File: config.mk
export PLATFORM = sky130hd
export DESIGN_NAME = cellrv32_cpu_cp_shifter_iter_flat
export DESIGN_NICKNAME = d
export VERILOG_FILES = /design/src/rtl/cellrv32_cpu_cp_shifter_iter_if.sv /design/src/rtl/cellrv32_cpu_cp_shifter_iter.sv /design/src/flat_wrapper.sv
export SDC_FILE = /design/constraint.sdc
export NUM_CORES = 1
export LEC_CHECK = 0
export CORE_ASPECT_RATIO = 1.1
export CORE_MARGIN = 5
export CORE_UTILIZATION = 34
export CTS_CLUSTER_DIAMETER = 80
export DETAILED_ROUTE_END_ITERATION = 7
export PLACE_DENSITY = 0.63
export SETUP_SLACK_MARGIN = 0.15
export SLEW_MARGIN = 20
export SYNTH_ARGS = -nofsm -noshare
export SYNTH_HDL_FRONTEND = slang
export SYNTH_SLANG_ARGS = --single-unit
File: constraint.sdc
create_clock -name clk_i -period 3.95 [get_ports clk_i]
set_clock_uncertainty 0.2 [all_clocks]
set_input_delay 0.395 -clock clk_i [delete_from_list [all_inputs] [get_ports clk_i]]
set_output_delay 0.395 -clock clk_i [all_outputs]
set_load 0.02 [all_outputs]
File: src/rtl/cellrv32_cpu_cp_shifter_iter_if.sv
// Request/response bundle between the CPU ALU and the iterative shift/rotate
// co-processor. The CPU side drives the request; the shifter answers on the
// OR-combined result bus.
interface cellrv32_cpu_cp_shifter_iter_if #(
    parameter int XLEN = 32
);
    localparam int SW = $clog2(XLEN);

    logic            start;  // single-cycle operation trigger
    logic            abort;  // abort on CPU trap
    logic [2:0]      op;     // 000 SLL, 001 SRL, 010 SRA, 011 ROL, 100 ROR
    logic            word;   // 32-bit word op (RV64 *W)
    logic [XLEN-1:0] rs1;    // operand
    logic [SW-1:0]   shamt;  // shift amount
    logic [XLEN-1:0] res;    // result, zero unless valid
    logic            valid;  // result valid, one-cycle pulse
    logic            busy;   // operation in progress

    modport master (
        output start, abort, op, word, rs1, shamt,
        input  res, valid, busy
    );

    modport slave (
        input  start, abort, op, word, rs1, shamt,
        output res, valid, busy
    );
endinterface

File: src/rtl/cellrv32_cpu_cp_shifter_iter.sv
// Iterative shift/rotate co-processor. Shifts STEP bits per cycle (bit-serial
// up to a single-pass barrel), supports Zbb rotates and, on RV64 with WORD_EN,
// the *W word ops via operand pre/post-processing around a common shift core.
module cellrv32_cpu_cp_shifter_iter #(
    parameter int XLEN    = 32,
    parameter int STEP    = 1,
    parameter int WORD_EN = 0
) (
    input  logic clk_i,
    input  logic rst_i,
    cellrv32_cpu_cp_shifter_iter_if.slave bus
);
    localparam int SW = $clog2(XLEN);

    localparam logic [2:0] OP_SLL = 3'b000;
    localparam logic [2:0] OP_SRL = 3'b001;
    localparam logic [2:0] OP_SRA = 3'b010;
    localparam logic [2:0] OP_ROL = 3'b011;
    localparam logic [2:0] OP_ROR = 3'b100;

    typedef enum logic {
        IDLE = 1'b0,
        RUN  = 1'b1
    } state_t;

    state_t          state_q, state_d;
    logic [SW-1:0]   cnt_q, cnt_d;
    logic [XLEN-1:0] sreg_q, sreg_d;
    logic [2:0]      op_q;
    logic            word_q;

    logic            word_act;   // word op requested and implemented
    logic [SW-1:0]   eff_shamt;  // shift amount after word masking
    logic [XLEN-1:0] pre_opnd;   // operand as loaded into the shift register
    logic [XLEN-1:0] post_res;   // shift register as presented on the bus
    logic [SW-1:0]   step_amt;   // bits moved this cycle: min(cnt, STEP)
    logic [SW-1:0]   rot_inv;    // XLEN - step_amt, modulo XLEN
    logic [XLEN-1:0] step_res;   // shift register after this cycle's step
    logic            accept;
    logic            done;

    if ((WORD_EN != 0) && (XLEN == 64)) begin : g_word
        // Word ops: mask the amount to 5 bits, shape the operand so the 64-bit
        // core produces the 32-bit answer in the low word, then sign-extend.
        always_comb begin
            word_act  = bus.word;
            eff_shamt = bus.word ? SW'(bus.shamt[4:0]) : bus.shamt;
            pre_opnd  = bus.rs1;
            if (bus.word) begin
                case (bus.op)
                    OP_SRL:         pre_opnd = {{(XLEN-32){1'b0}}, bus.rs1[31:0]};
                    OP_SRA:         pre_opnd = {{(XLEN-32){bus.rs1[31]}}, bus.rs1[31:0]};
                    OP_ROL, OP_ROR: pre_opnd = {bus.rs1[31:0], bus.rs1[31:0]};
                    default:        pre_opnd = bus.rs1;
                endcase
            end
            post_res = word_q ? {{(XLEN-32){sreg_q[31]}}, sreg_q[31:0]} : sreg_q;
        end
    end else begin : g_noword
        logic unused_word;

        assign word_act    = 1'b0;
        assign eff_shamt   = bus.shamt;
        assign pre_opnd    = bus.rs1;
        assign post_res    = sreg_q;
        assign unused_word = bus.word | word_q;
    end

    // Per-cycle step: move min(cnt, STEP) bits in the latched direction.
    always_comb begin
        if (int'(cnt_q) < STEP) begin
            step_amt = cnt_q;
        end else begin
            step_amt = SW'(STEP);
        end
        rot_inv = -step_amt;
        case (op_q)
            OP_SRL:  step_res = sreg_q >> step_amt;
            OP_SRA:  step_res = $unsigned($signed(sreg_q) >>> step_amt);
            OP_ROL:  step_res = (sreg_q << step_amt) | (sreg_q >> rot_inv);
            OP_ROR:  step_res = (sreg_q >> step_amt) | (sreg_q << rot_inv);
            default: step_res = sreg_q << step_amt;
        endcase
    end

    // Next-state and control: load on accepted start, step while cnt != 0,
    // report when cnt reaches zero; abort always wins.
    always_comb begin
        // NOTE: every output of this block gets a default first, so no path
        // leaves a signal unassigned and no latch is inferred.
        state_d = state_q;
        cnt_d   = cnt_q;
        sreg_d  = sreg_q;
        accept  = 1'b0;
        done    = 1'b0;
        case (state_q)
            IDLE: begin
                if (bus.start && !bus.abort) begin
                    accept  = 1'b1;
                    state_d = RUN;
                    cnt_d   = eff_shamt;
                    sreg_d  = pre_opnd;
                end
            end
            RUN: begin
                if (bus.abort) begin
                    state_d = IDLE;
                end else if (cnt_q != '0) begin
                    sreg_d = step_res;
                    cnt_d  = cnt_q - step_amt;
                end else begin
                    done    = 1'b1;
                    state_d = IDLE;
                end
            end
            default: state_d = IDLE;
        endcase
    end

    // State, counter, shift register and latched op/word flags.
    always_ff @(posedge clk_i or posedge rst_i) begin
        // NOTE: non-blocking assignments only, so every register samples the
        // pre-edge values regardless of statement order.
        if (rst_i) begin
            state_q <= IDLE;
            cnt_q   <= '0;
            // NOTE: the datapath register is reset too, so nothing downstream
            // can ever observe an X from it.
            sreg_q  <= '0;
            op_q    <= OP_SLL;
            word_q  <= 1'b0;
        end else begin
            state_q <= state_d;
            cnt_q   <= cnt_d;
            sreg_q  <= sreg_d;
            if (accept) begin
                op_q   <= bus.op;
                word_q <= word_act;
            end
        end
    end

    assign bus.valid = done;
    assign bus.busy  = (state_q == RUN);
    assign bus.res   = done ? post_res : '0;

endmodule
File: src/flat_wrapper.sv
// flat-port wrapper written by rule: the top's interface ports become plain ports
module cellrv32_cpu_cp_shifter_iter_flat 
#(
    parameter int XLEN    = 32,
    parameter int STEP    = 1,
    parameter int WORD_EN = 0
)
  (clk_i, rst_i, bus_start, bus_abort, bus_op, bus_word, bus_rs1, bus_shamt, bus_res, bus_valid, bus_busy);
  cellrv32_cpu_cp_shifter_iter_if #(.XLEN(XLEN)) bus_i ();
  input  logic clk_i;
  input  logic rst_i;
  input wire logic [$bits(bus_i.start)-1:0] bus_start;
  input wire logic [$bits(bus_i.abort)-1:0] bus_abort;
  input wire logic [$bits(bus_i.op)-1:0] bus_op;
  input wire logic [$bits(bus_i.word)-1:0] bus_word;
  input wire logic [$bits(bus_i.rs1)-1:0] bus_rs1;
  input wire logic [$bits(bus_i.shamt)-1:0] bus_shamt;
  output wire logic [$bits(bus_i.res)-1:0] bus_res;
  output wire logic [$bits(bus_i.valid)-1:0] bus_valid;
  output wire logic [$bits(bus_i.busy)-1:0] bus_busy;
  assign bus_i.start = bus_start;
  assign bus_i.abort = bus_abort;
  assign bus_i.op = bus_op;
  assign bus_i.word = bus_word;
  assign bus_i.rs1 = bus_rs1;
  assign bus_i.shamt = bus_shamt;
  assign bus_res = bus_i.res;
  assign bus_valid = bus_i.valid;
  assign bus_busy = bus_i.busy;
  cellrv32_cpu_cp_shifter_iter #(.XLEN(XLEN), .STEP(STEP), .WORD_EN(WORD_EN)) u_core (.clk_i(clk_i), .rst_i(rst_i), .bus(bus_i));
endmodule
==> results.md, run 1 <==
* Syn Std Cell Area at 0.00372 sq mm
* Global-route wire length before repair at about 24 mm
* Worst slew pin tran at just under 1 ns
* Max_slew headroom at 0.349
* GP Congestion at 0.936
* RSZ-0062 raised after global routing: false
* Syn Nets at 506
* Int Pwr at between 1 and 1.5 mW
* Port Buf Inserts at 77
* Critical path type: reg -> out
* Largest net degree at the start of global routing at 42
* GRT overflow at 0
* Cts repair resizes at 0
* Highest-delay cell along the critical path: clkdlybuf4s50_1
* Ys Warns at 0
* Layout area overhead at 28.2%
* Synthesis-stage register bit count at 41
* Run status: complete, no violations
* CP Capture Type: output pin
* Final Hold Fails at 0
* Starting Density at 0.345
* Tot Pwr at 2.09 mW
* Final Critical Period at 3.24 ns
* Die Width at 110 um
* Root buffer cell: clkbuf_16
* Maximum vdd drop at 0.000189 V
* Slew Viols, Final at 0
* Psw at about 0.93 mW
* Antenna fix cells at 0
* CP Cell Sequence: nor4_4 -> nand2b_1 -> buf_4 -> nor2_1 -> buf_4 -> and2_1 -> clkdlybuf4s50_1
* DIE HEIGHT at 120 um
* Top_reg_cell synth: dfrtp_1
* Layout Cells excl Fill at 668
* Clock Pin Slew Worst Setup and Hold Paths at ~0.060 ns
* DP Wirelength at about 11 mm
* Detailed Routing Iterations Pass 1 at 7
* Clock Path Buffers at 2
* CTS sink cnt at 41
* Core Rows at 40
* Mapped Cells at 459
* Post-DR vias/cell at 6.08
* Initial antenna violation count at 0
* Inserted Clock Buffers at 5
* DRT iter0 DRCs at 360
* # fillers at 1128
* Core Region at ~0.011 sq mm
* CP arrival at 2.64 ns
* Fin Setup TNS at 0 ns
* Required @ worst endpoint at 3.36 ns
* Register area share after synthesis at 0.275
* Fin nets at roughly 570
* Vias in the first global route at 3995
* Multi-input gate area at 0.00244 sq mm
* Post-Route WL at roughly 16 mm
* Storage cell area at 0.00103 sq mm
* Distinct cell type count after synthesis at 72
* Power share of the combinational group at 0.391
* TritonCTS clock tree: done
* CP max stage delay at 0.60 ns
* # setup viols final at 0
* Layout cell share with drive strength beyond 1 at 0.106
* Total GRT Usage at 0.242
* Clock H-tree levels at 2
* Setup WS pre-CTS at 0.835 ns
* Setup Buffers After CTS at 0
* Most used cell, CP: buf_4
* Placed cell count at 660
* Clock Latency Late Sink at 0.29 ns
* Syn avg cell area at 8.12 sq um
* P per Cell Area at between 400 and 500 mW/mm^2
* Vias after detailed routing at roughly 4.1k
* Hold_ws at 0.363 ns
* Switching share of total power at 0.445
* Reg power frac at 0.413
* Setup slack after layout at 0.715 ns
* Peak Freq at 0.309 GHz
* CTS hold repair buffers at 0
* Period utilization at 0.819
* Antenna-violating nets left at 0
* CP Launch Type: register
* Drt wl/cell at 23.6 um
* Die area at 0.0132 sq mm
* Synth async-reset ratio at 1.00
* Number of max-cap violations at 0
* Clock Power Share at 0.196
* IO Pins at 79
* Leak pwr at 1.79 nW
* Post-synth EDFFs at 0
* Worst hold path type: in -> async
* CP max FO at 28
* Drt drc at 0
==> registers in the layout, summed over array words and instances, names as in the netlist <==
register         count
u_core.bus.busy      1
u_core.post_res     32
u_core.cnt_q         5
u_core.op_q          3
==> cells in the final DEF (no fill, tap or decap), drive strengths merged, types with 9 or more instances in the layout <==
cell type	count
a21oi	40
o21ai	38
o22ai	17
nand2	36
buf	22
mux2	12
dfrtp	41
nor3	11
mux2i	21
inv	13
nor2	22
a211oi	10
clkdlybuf4s50	77
a31oi	10
and2	31
or3	9
==> worst max-delay path, delay by kind of cell (launching register included) <==
family	cells	cell delay, ns
buffers and inverters	3	1.09
DFF	1	0.46
and+or+nand+nor	4	0.77
==> worst paths after layout <==
kind                                        startpoint                               to  slack [ns]  cells past startpoint
setup / recovery           u_core.cnt_q[1]$_DFFE_PP0P_                      bus_res[13]        0.71                      7
min in group clk_i                           bus_op[1]       u_core.op_q[1]$_DFFE_PP0P_        0.44                      3
setup reg to reg            u_core.op_q[2]$_DFFE_PP0P_  u_core.post_res[21]$_DFFE_PP0P_        0.96                      5
max in group asynchronous                        rst_i  u_core.post_res[15]$_DFFE_PP0P_        2.79                      3
hold reg to reg            u_core.cnt_q[3]$_DFFE_PP0P_      u_core.cnt_q[3]$_DFFE_PP0P_        0.45                      2
hold / removal                                   rst_i   u_core.post_res[9]$_DFFE_PP0P_        0.36                      3
==> power by group through the flow <==
stage	clock network (mW)	registers, mW	logic, mW
after floorplan	0	0.646	0.672
after global placement	0	0.855	0.803
after detailed placement	0	0.855	0.810
after CTS	0.418	0.846	0.814
after global routing	0.427	0.876	0.895
final	0.410	0.864	0.818
==> per-layer routing <==
| layer | track usage | part of all wire | up-vias |
|---|---|---|---|
| met2 | 0.379 | 0.46 | 196 |
| li1 | - | - | 1841 |
| met4 | 0.111 | 0.048 | 0 |
| met5 | 0 | 0 | - |
| met3 | 0.0468 | 0.076 | 50 |
| met1 | 0.320 | 0.41 | 1974 |
==> cell usage after synthesis (3+ instances only) <==
master    count  share of area
dfrtp_1      41           0.28
a21oi_1      40          0.054
nand2_1      36          0.036
o21ai_0      36          0.048
and2_1       31          0.052
clkbuf_1     25          0.025
nor2_1       22          0.022
mux2i_1      21          0.056
o22ai_1      17          0.029
buf_2        13          0.017
inv_1        12          0.012
mux2_2       12          0.036
a31oi_1      10          0.017
nor3_1       10          0.013
a211oi_1      9          0.018
or3_1         9          0.015
nand3_1       8          0.011
mux4_2        7          0.042
nor2b_1       6          0.010
a221oi_1      5          0.012
o211ai_1      5          0.010
a311oi_1      4         0.0094
nand2b_1      4         0.0067
a211o_1       3         0.0071
a21o_1        3         0.0060
a22oi_1       3         0.0060
and3_1        3         0.0050
buf_4         3         0.0060
nand4_1       3         0.0050
nor3b_1       3         0.0060
o21a_1        3         0.0060
==> layout make-up <==
class                           count  share of cell area
Multi-Input combinational cell    360               0.512
Sequential cell                    41               0.215
Timing Repair Buffer               99               0.196
Tap cell                          147              0.0385
Clock buffer                        8              0.0286
Inverter                           13              0.0102
==> per-stage QoR <==
step | util | area, sq um
after floorplan | - | 3720
after global placement | 0.429 | 4640
after detailed placement | 0.429 | 4640
after CTS | 0.442 | 4780
after global routing | 0.442 | 4780
final | 0.442 | 4780
==> cells by family after synthesis <==
kind of cell	after synthesis	synth area share
AOI/OAI and AO/OA	167	0.294
and+or+nand+nor	148	0.215
buffers and inverters	58	0.0682
DFF	41	0.275
muxes	40	0.135
adders and majority gates	2	0.00672
xor gates and xnor gates	2	0.00470
other	1	0.00101
(Power assumes the default switching activity.)
==> run 2, diff against run 1 <==
Settings changed: PLACE_DENSITY 0.63 to 0.65.
Clock period 3.95 ns to 2.6 ns, I/O delays scaled along.
==> run 2 against run 1 <==
Combinational power rose by 100%. Non-clock buffer count rose by 47. Total power rose by 68%. Flip-flop and latch count did not move. Wire length rose by 3.4%. Clock-buffer cell count fell by 3. Clock power rose by 55%. Via count rose by 6.0%. Register-to-register slack got worse by 0.95 ns. Largest cell class unchanged.
==> results.md, run 2 (synthesis gave the netlist of run 1 again) <==
* Run status: complete, no violations
* Leading cell type in the layout, fill and taps excluded: buf_4
* # fillers at 1085 (-3.8%)
* Worst Reg-to-Reg Cells at 11 (+6)
* Vias in the first global route at 4273 (+7.0%)
* Maximum vdd drop at 0.000290 V (+53%)
* Clock Latency Late Sink at 0.29 ns (about the same)
* CTS hold repair buffers at 0 (unchanged)
* Drt wl/cell at 22.7 um (-3.4%)
* IO Pins at 79 (unchanged)
* Port Buf Inserts at 77 (unchanged)
* RSZ-0062 raised after global routing: true
* P per Cell Area at 648 mW/mm^2 (+48%)
* CP Launch Type: register
* Commonest non-fill, non-tap cells in the layout: buf_4 (79), clkdlybuf4s50_1 (44), dfrtp_1 (41), a21oi_1 (36)
* Final Hold Fails at 0 (unchanged)
* Antenna-violating nets left at 0 (unchanged)
* DP Wirelength at 11.5 mm (+6.4%)
* Slew Viols, Final at 0 (unchanged)
* Peak Freq at 0.387 GHz
* Setup slack after layout at 0.0143 ns (-0.700 ns)
* # setup viols final at 0 (unchanged)
* Final Critical Period at 2.59 ns
* Worst hold path type: in -> async
* Fin nets at 614 (+8.3%)
* Total GRT Usage at 0.245 (+0.00222)
* Layout Cells excl Fill at 715 (+7.0%)
* Leak pwr at 2.21 nW (+23%)
* Core Rows at 40 (unchanged)
* Post-Route WL at 16.3 mm (+3.4%)
* Initial antenna violation count at 0 (unchanged)
* TritonCTS clock tree: done
* Tot Pwr at 3.53 mW (+68%)
* CP arrival at 2.54 ns (-0.10 ns)
* DIE HEIGHT at 120 um (unchanged)
* Reg-to-reg slack, setup at 0.01 ns (-0.95 ns)
* Max reg flops at 32 (unchanged)
* Die area at 0.0132 sq mm (unchanged)
* CTS sink cnt at 41 (unchanged)
* Global-route wire length before repair at 24.8 mm (+3.5%)
* Period utilization at 0.994
* Root buffer cell: clkbuf_16
* DRT iter0 DRCs at 338 (-6.1%)
* Critical path type: reg -> reg
* Multi-input gate area at 0.00268 sq mm (+9.5%)
* Drt drc at 0 (unchanged)
* Largest net degree at the start of global routing at 42 (unchanged)
* Required @ worst endpoint at 2.55 ns (-0.81 ns)
* Post-DR vias/cell at 6.02 (-0.94%)
* CP max FO at 6 (-79%)
* Vias after detailed routing at 4306 (+6.0%)
* GRT overflow at 0 (unchanged)
* Die Width at 110 um (unchanged)
* Max_slew headroom at 0.607 (+0.258)
* Inserted Clock Buffers at 5 (unchanged)
* Placed cell count at 694 (+5.2%)
* Number of max-cap violations at 0 (unchanged)
* Setup WS pre-CTS at -0.147 ns (-0.982 ns)
* GP Congestion at 0.974 (+4.0%)
* Clock H-tree levels at 2 (unchanged)
* Detailed Routing Iterations Pass 1 at 5 (-2)
* Clock Path Buffers at 2 (unchanged)
* Fin Setup TNS at 0 ns (unchanged)
* CP Capture Type: register
* Core Region at 0.0108 sq mm (unchanged)
* Antenna fix cells at 0 (unchanged)
* Clock Pin Slew Worst Setup and Hold Paths at 0.07 ns (about the same)
* Layout cell share with drive strength beyond 1 at 0.312 (+0.206)
* Worst slew pin tran at 0.589 ns (-0.380 ns)
* Layout area overhead at 46.0%
* Starting Density at 0.345 (unchanged)
* Storage cell area at 0.00103 sq mm (unchanged)
==> run 2: final cells by class <==
class	instances	area share
Tap cell	147	0.0338
Timing Repair Buffer	146	0.249
Clock inverter	3	0.00322
Sequential cell	41	0.189
Clock buffer	5	0.0230
Inverter	13	0.00990
Multi-Input combinational cell	360	0.493
==> run 2: per-layer routing <==
metal	vias up	global-route usage	wire, um
met2	231	0.383	7720
met5	-	0	0
met3	44	0.0446	1330
met1	2094	0.329	6600
li1	1937	-	-
met4	0	0.0990	608
==> run 2: through the flow <==
step / util / hold WS [ns] / area, sq um
2_1_floorplan: - / 0.165 / 3750
3_3_place_gp: 0.460 / 0.362 / 4970
3_5_place_dp: 0.460 / 0.367 / 4970
4_1_cts: 0.473 / 0.255 / 5120
5_1_grt: 0.503 / 0.297 / 5440
6_report: 0.503 / 0.224 / 5440
==> run 2: worst max-delay path: stages (launching register included) <==
cell and delay, ns:
dfrtp_1 0.41, nor4_4 0.30, nand2b_1 0.16, inv_2 0.11, ha_4 0.22, buf_12 0.14, and2_4 0.16, a2111oi_4 0.22
a311oi_2 0.07, buf_4 0.15, o32ai_2 0.19, a22oi_1 0.11
==> run 2: worst paths after layout <==
path	from	to
worst max-delay path	u_core.cnt_q[4]$_DFFE_PP0P_	u_core.post_res[31]$_DFFE_PP0P_
worst min register to register	u_core.post_res[12]$_DFFE_PP0P_	u_core.post_res[12]$_DFFE_PP0P_
worst max register to register	u_core.cnt_q[4]$_DFFE_PP0P_	u_core.post_res[31]$_DFFE_PP0P_
max in group asynchronous	rst_i	u_core.bus.busy$_DFF_PP0_
min in group clk_i	bus_op[1]	u_core.op_q[1]$_DFFE_PP0P_
worst min-delay path	rst_i	u_core.post_res[11]$_DFFE_PP0P_
==> run 2: power breakdown <==
part / leakage (nW) / total (mW) / switching, mW / internal (mW)
clock network: 0.0696 / 0.637 / 0.284 / 0.353
registers: 0.471 / 1.23 / 0.430 / 0.798
logic: 1.67 / 1.66 / 0.837 / 0.823
total: 2.21 / 3.53 / 1.55 / 1.97
==> run 2: repair_timing <==
action | in CTS | in global routing
gates resized for setup | 153 | 78
cloned | 0 | 1
setup endpoints to repair | 45 | 62
setup buffers | 7 | 5
pin swaps | 21 | 25
==> run 3, diff against run 2 <==
Settings changed: CELL_PAD_IN_SITES_DETAIL_PLACEMENT set to 0, CELL_PAD_IN_SITES_GLOBAL_PLACEMENT set to 1, PLACE_DENSITY 0.65 to 0.83.
==> run 3 against run 2 <==
The flow now finishes with violations (negative setup slack). Critical path depth decreased by 2. Register-to-register slack got worse by 0.09 ns. Sequential power about the same. First-iteration DRC count increased by 26%. Setup slack got worse by 0.091 ns. Hold slack about the same. Flip-flop and latch count unchanged. Clock-buffer cell count increased by 2. Final area increased by 3.0%. Non-clock buffer count increased by 1. Combinational power about the same. Wire length increased by 0.20%. Critical path type unchanged. Largest cell class unchanged.
==> results.md, run 3 (synthesis gave the netlist of run 1 again) <==
* Required @ worst endpoint at 2.56 ns (about the same)
* Fin nets at 615 (+0.16%)
* Max reg flops at 32 (unchanged)
* Clock Power Share at 0.192 (+0.011)
* Post-route cell area at 0.00560 sq mm (+3.0%)
* Vias after detailed routing at 4426 (+2.8%)
* # fillers at 1047 (-3.5%)
* TritonCTS clock tree: done
* Clock Path Buffers at 2 (unchanged)
* IO Pins at 79 (unchanged)
* Worst slew pin tran at 0.661 ns (+0.0721 ns)
* Port Buf Inserts at 77 (unchanged)
* Final design utilization at 0.518 (+0.0153)
* CP Cell Sequence: nor4_4 -> nand2b_1 -> inv_2 -> ha_4 -> and3_1 -> a311o_1 -> a211o_1 -> a222oi_1 -> o21ai_1
* CP max FO at 3 (-3)
* Worst hold path type: in -> async
* DRT iter0 DRCs at 427 (+26%)
* CP arrival at 2.63 ns (+0.09 ns)
* Storage cell area at 0.00103 sq mm (unchanged)
* Int Pwr at 2.01 mW (+1.8%)
* Commonest non-fill, non-tap cells in the layout: buf_4 (51), clkdlybuf4s50_1 (44), buf_6 (41), dfrtp_1 (41), a21oi_1 (37)
* Layout cell share with drive strength beyond 1 at 0.341 (+0.0293)
* GRT overflow at 0 (unchanged)
* CP Launch Type: register
* Final Hold Fails at 0 (unchanged)
* Antenna fix cells at 0 (unchanged)
* DIE HEIGHT at 120 um (unchanged)
* CTS hold repair buffers at 0 (unchanged)
* Antenna-violating nets left at 0 (unchanged)
* Setup slack after layout at -0.0764 ns (-0.0907 ns)
* Layout Cells excl Fill at 716 (+0.14%)
* GP Congestion at 0.958 (-1.6%)
* Placed cell count at 691 (-0.43%)
* Vias in the first global route at 4336 (+1.5%)
* Initial antenna violation count at 0 (unchanged)
* Die Width at 110 um (unchanged)
* CP max stage delay at 0.41 ns (about the same)
* Global-route wire length before repair at 24.0 mm (-3.2%)
* Drt drc at 0 (unchanged)
* P per Cell Area at 630 mW/mm^2 (-2.9%)
* CP Capture Type: register
* Root buffer cell: clkbuf_16
* CTS sink cnt at 41 (unchanged)
* Layout area overhead at 50.4%
* Core Region at 0.0108 sq mm (unchanged)
* Setup WS pre-CTS at -0.165 ns (-0.0178 ns)
* Critical path type: reg -> reg
* Total GRT Usage at 0.237 (-0.00803)
* Power share of the combinational group at 0.462 (-0.009)
* Leading cell type in the layout, fill and taps excluded: buf_4
* Peak Freq at 0.374 GHz (-3.4%)
* DP Wirelength at 11.0 mm (-3.7%)
* # setup viols final at 1 (+1)
* Drt wl/cell at 22.8 um (about the same)
* Starting Density at 0.345 (unchanged)
* Post-DR vias/cell at 6.18 (+2.6%)
* Failing checks: negative setup slack
* Multi-input gate area at 0.00268 sq mm (about the same)
* Core Rows at 40 (unchanged)
* Die area at 0.0132 sq mm (unchanged)
* Clock H-tree levels at 2 (unchanged)
* Max_slew headroom at 0.557 (-0.0497)
* Clock Pin Slew Worst Setup and Hold Paths at 0.07 ns (about the same)
* Leak pwr at 2.28 nW (+3.1%)
* Run status: complete, but fails checks
* Final Critical Period at 2.68 ns (+0.0907 ns)
* Highest-delay cell along the critical path: dfrtp_1
* Slew Viols, Final at 0 (unchanged)
* Psw at 1.52 mW (-2.1%)
* Detailed Routing Iterations Pass 1 at 7 (+2)
* Number of max-cap violations at 0 (unchanged)
* Reg power frac at 0.346 (-0.002)
* Hold_ws at 0.224 ns (+0.00000100 ns)
* RSZ-0062 raised after global routing: true
* Period utilization at 1.03 (+0.0349)
* Cell area after placement at 0.00493 sq mm (-0.71%)
* Maximum vdd drop at 0.000311 V (+7.3%)
* Post-Route WL at 16.3 mm (+0.20%)
* Switching share of total power at 0.430 (-0.00947)
* Fin Setup TNS at -0.0764 ns (-0.0764 ns)
* Inserted Clock Buffers at 5 (unchanged)
* Clock Latency Late Sink at 0.29 ns (about the same)
* Largest net degree at the start of global routing at 42 (unchanged)
* Tot Pwr at 3.53 mW (about the same)
-- run 3: cell types whose count changed in the layout (fill, tap and decap cells not counted), moves of 3 or more --
cell,delta
and2_1,-30
buf_4,-28
buf_2,-3
buf_6,+30
and2_4,+30
-- run 3: worst paths after layout --
check | start | endpoint | slack, ns | cells after the start
min reg2reg | u_core.post_res[8]$_DFFE_PP0P_ | u_core.post_res[8]$_DFFE_PP0P_ | 0.43 | 2
max reg2reg | u_core.cnt_q[4]$_DFFE_PP0P_ | u_core.post_res[30]$_DFFE_PP0P_ | -0.08 | 9
max | u_core.cnt_q[4]$_DFFE_PP0P_ | u_core.post_res[30]$_DFFE_PP0P_ | -0.08 | 9
max in group asynchronous | rst_i | u_core.op_q[1]$_DFFE_PP0P_ | 1.57 | 3
min in group clk_i | bus_op[1] | u_core.op_q[1]$_DFFE_PP0P_ | 0.31 | 3
min | rst_i | u_core.post_res[22]$_DFFE_PP0P_ | 0.22 | 3
-- run 3: critical path, delay by kind of cell, from the launching register on --
kind | cells | cell delay (ns)
simple gates | 3 | 0.62
buf+inv | 1 | 0.11
compound gates | 4 | 1.01
fa+ha+maj | 1 | 0.20
flops | 1 | 0.41
-- run 3: timing repair --
action                                  in CTS  in global routing
hold endpoints to repair                     0                  0
endpoints found under the setup margin      49                 63
gates cloned                                 1                  1
pin swaps                                   11                 24
gates resized for setup                    166                115
setup buffers                                4                 11
-- run 3: power groups by stage --
stage / registers, mW / clock network [mW] / logic [mW]
6_report: 1.22 / 0.677 / 1.63
2_1_floorplan: 0.981 / 0 / 1.03
3_3_place_gp: 1.18 / 0 / 1.47
4_1_cts: 1.18 / 0.681 / 1.51
3_5_place_dp: 1.19 / 0 / 1.49
5_1_grt: 1.22 / 0.705 / 1.75
-- run 3: layout make-up --
class,count,share of cell area
flip-flops and latches,41,0.183
well taps,147,0.0328
inverters,13,0.00916
multi-input cells,360,0.478
repair buffers,147,0.268
clock buffers,7,0.0273
clock inverters,1,0.000893
-- run 3: per-layer routing --
layer / share of wire / vias to the layer above / track usage
li1: - / 1948 / -
met1: 0.38 / 2174 / 0.300
met2: 0.50 / 247 / 0.393
met3: 0.088 / 57 / 0.0387
met4: 0.038 / 0 / 0.0998
met5: 0 / - / 0
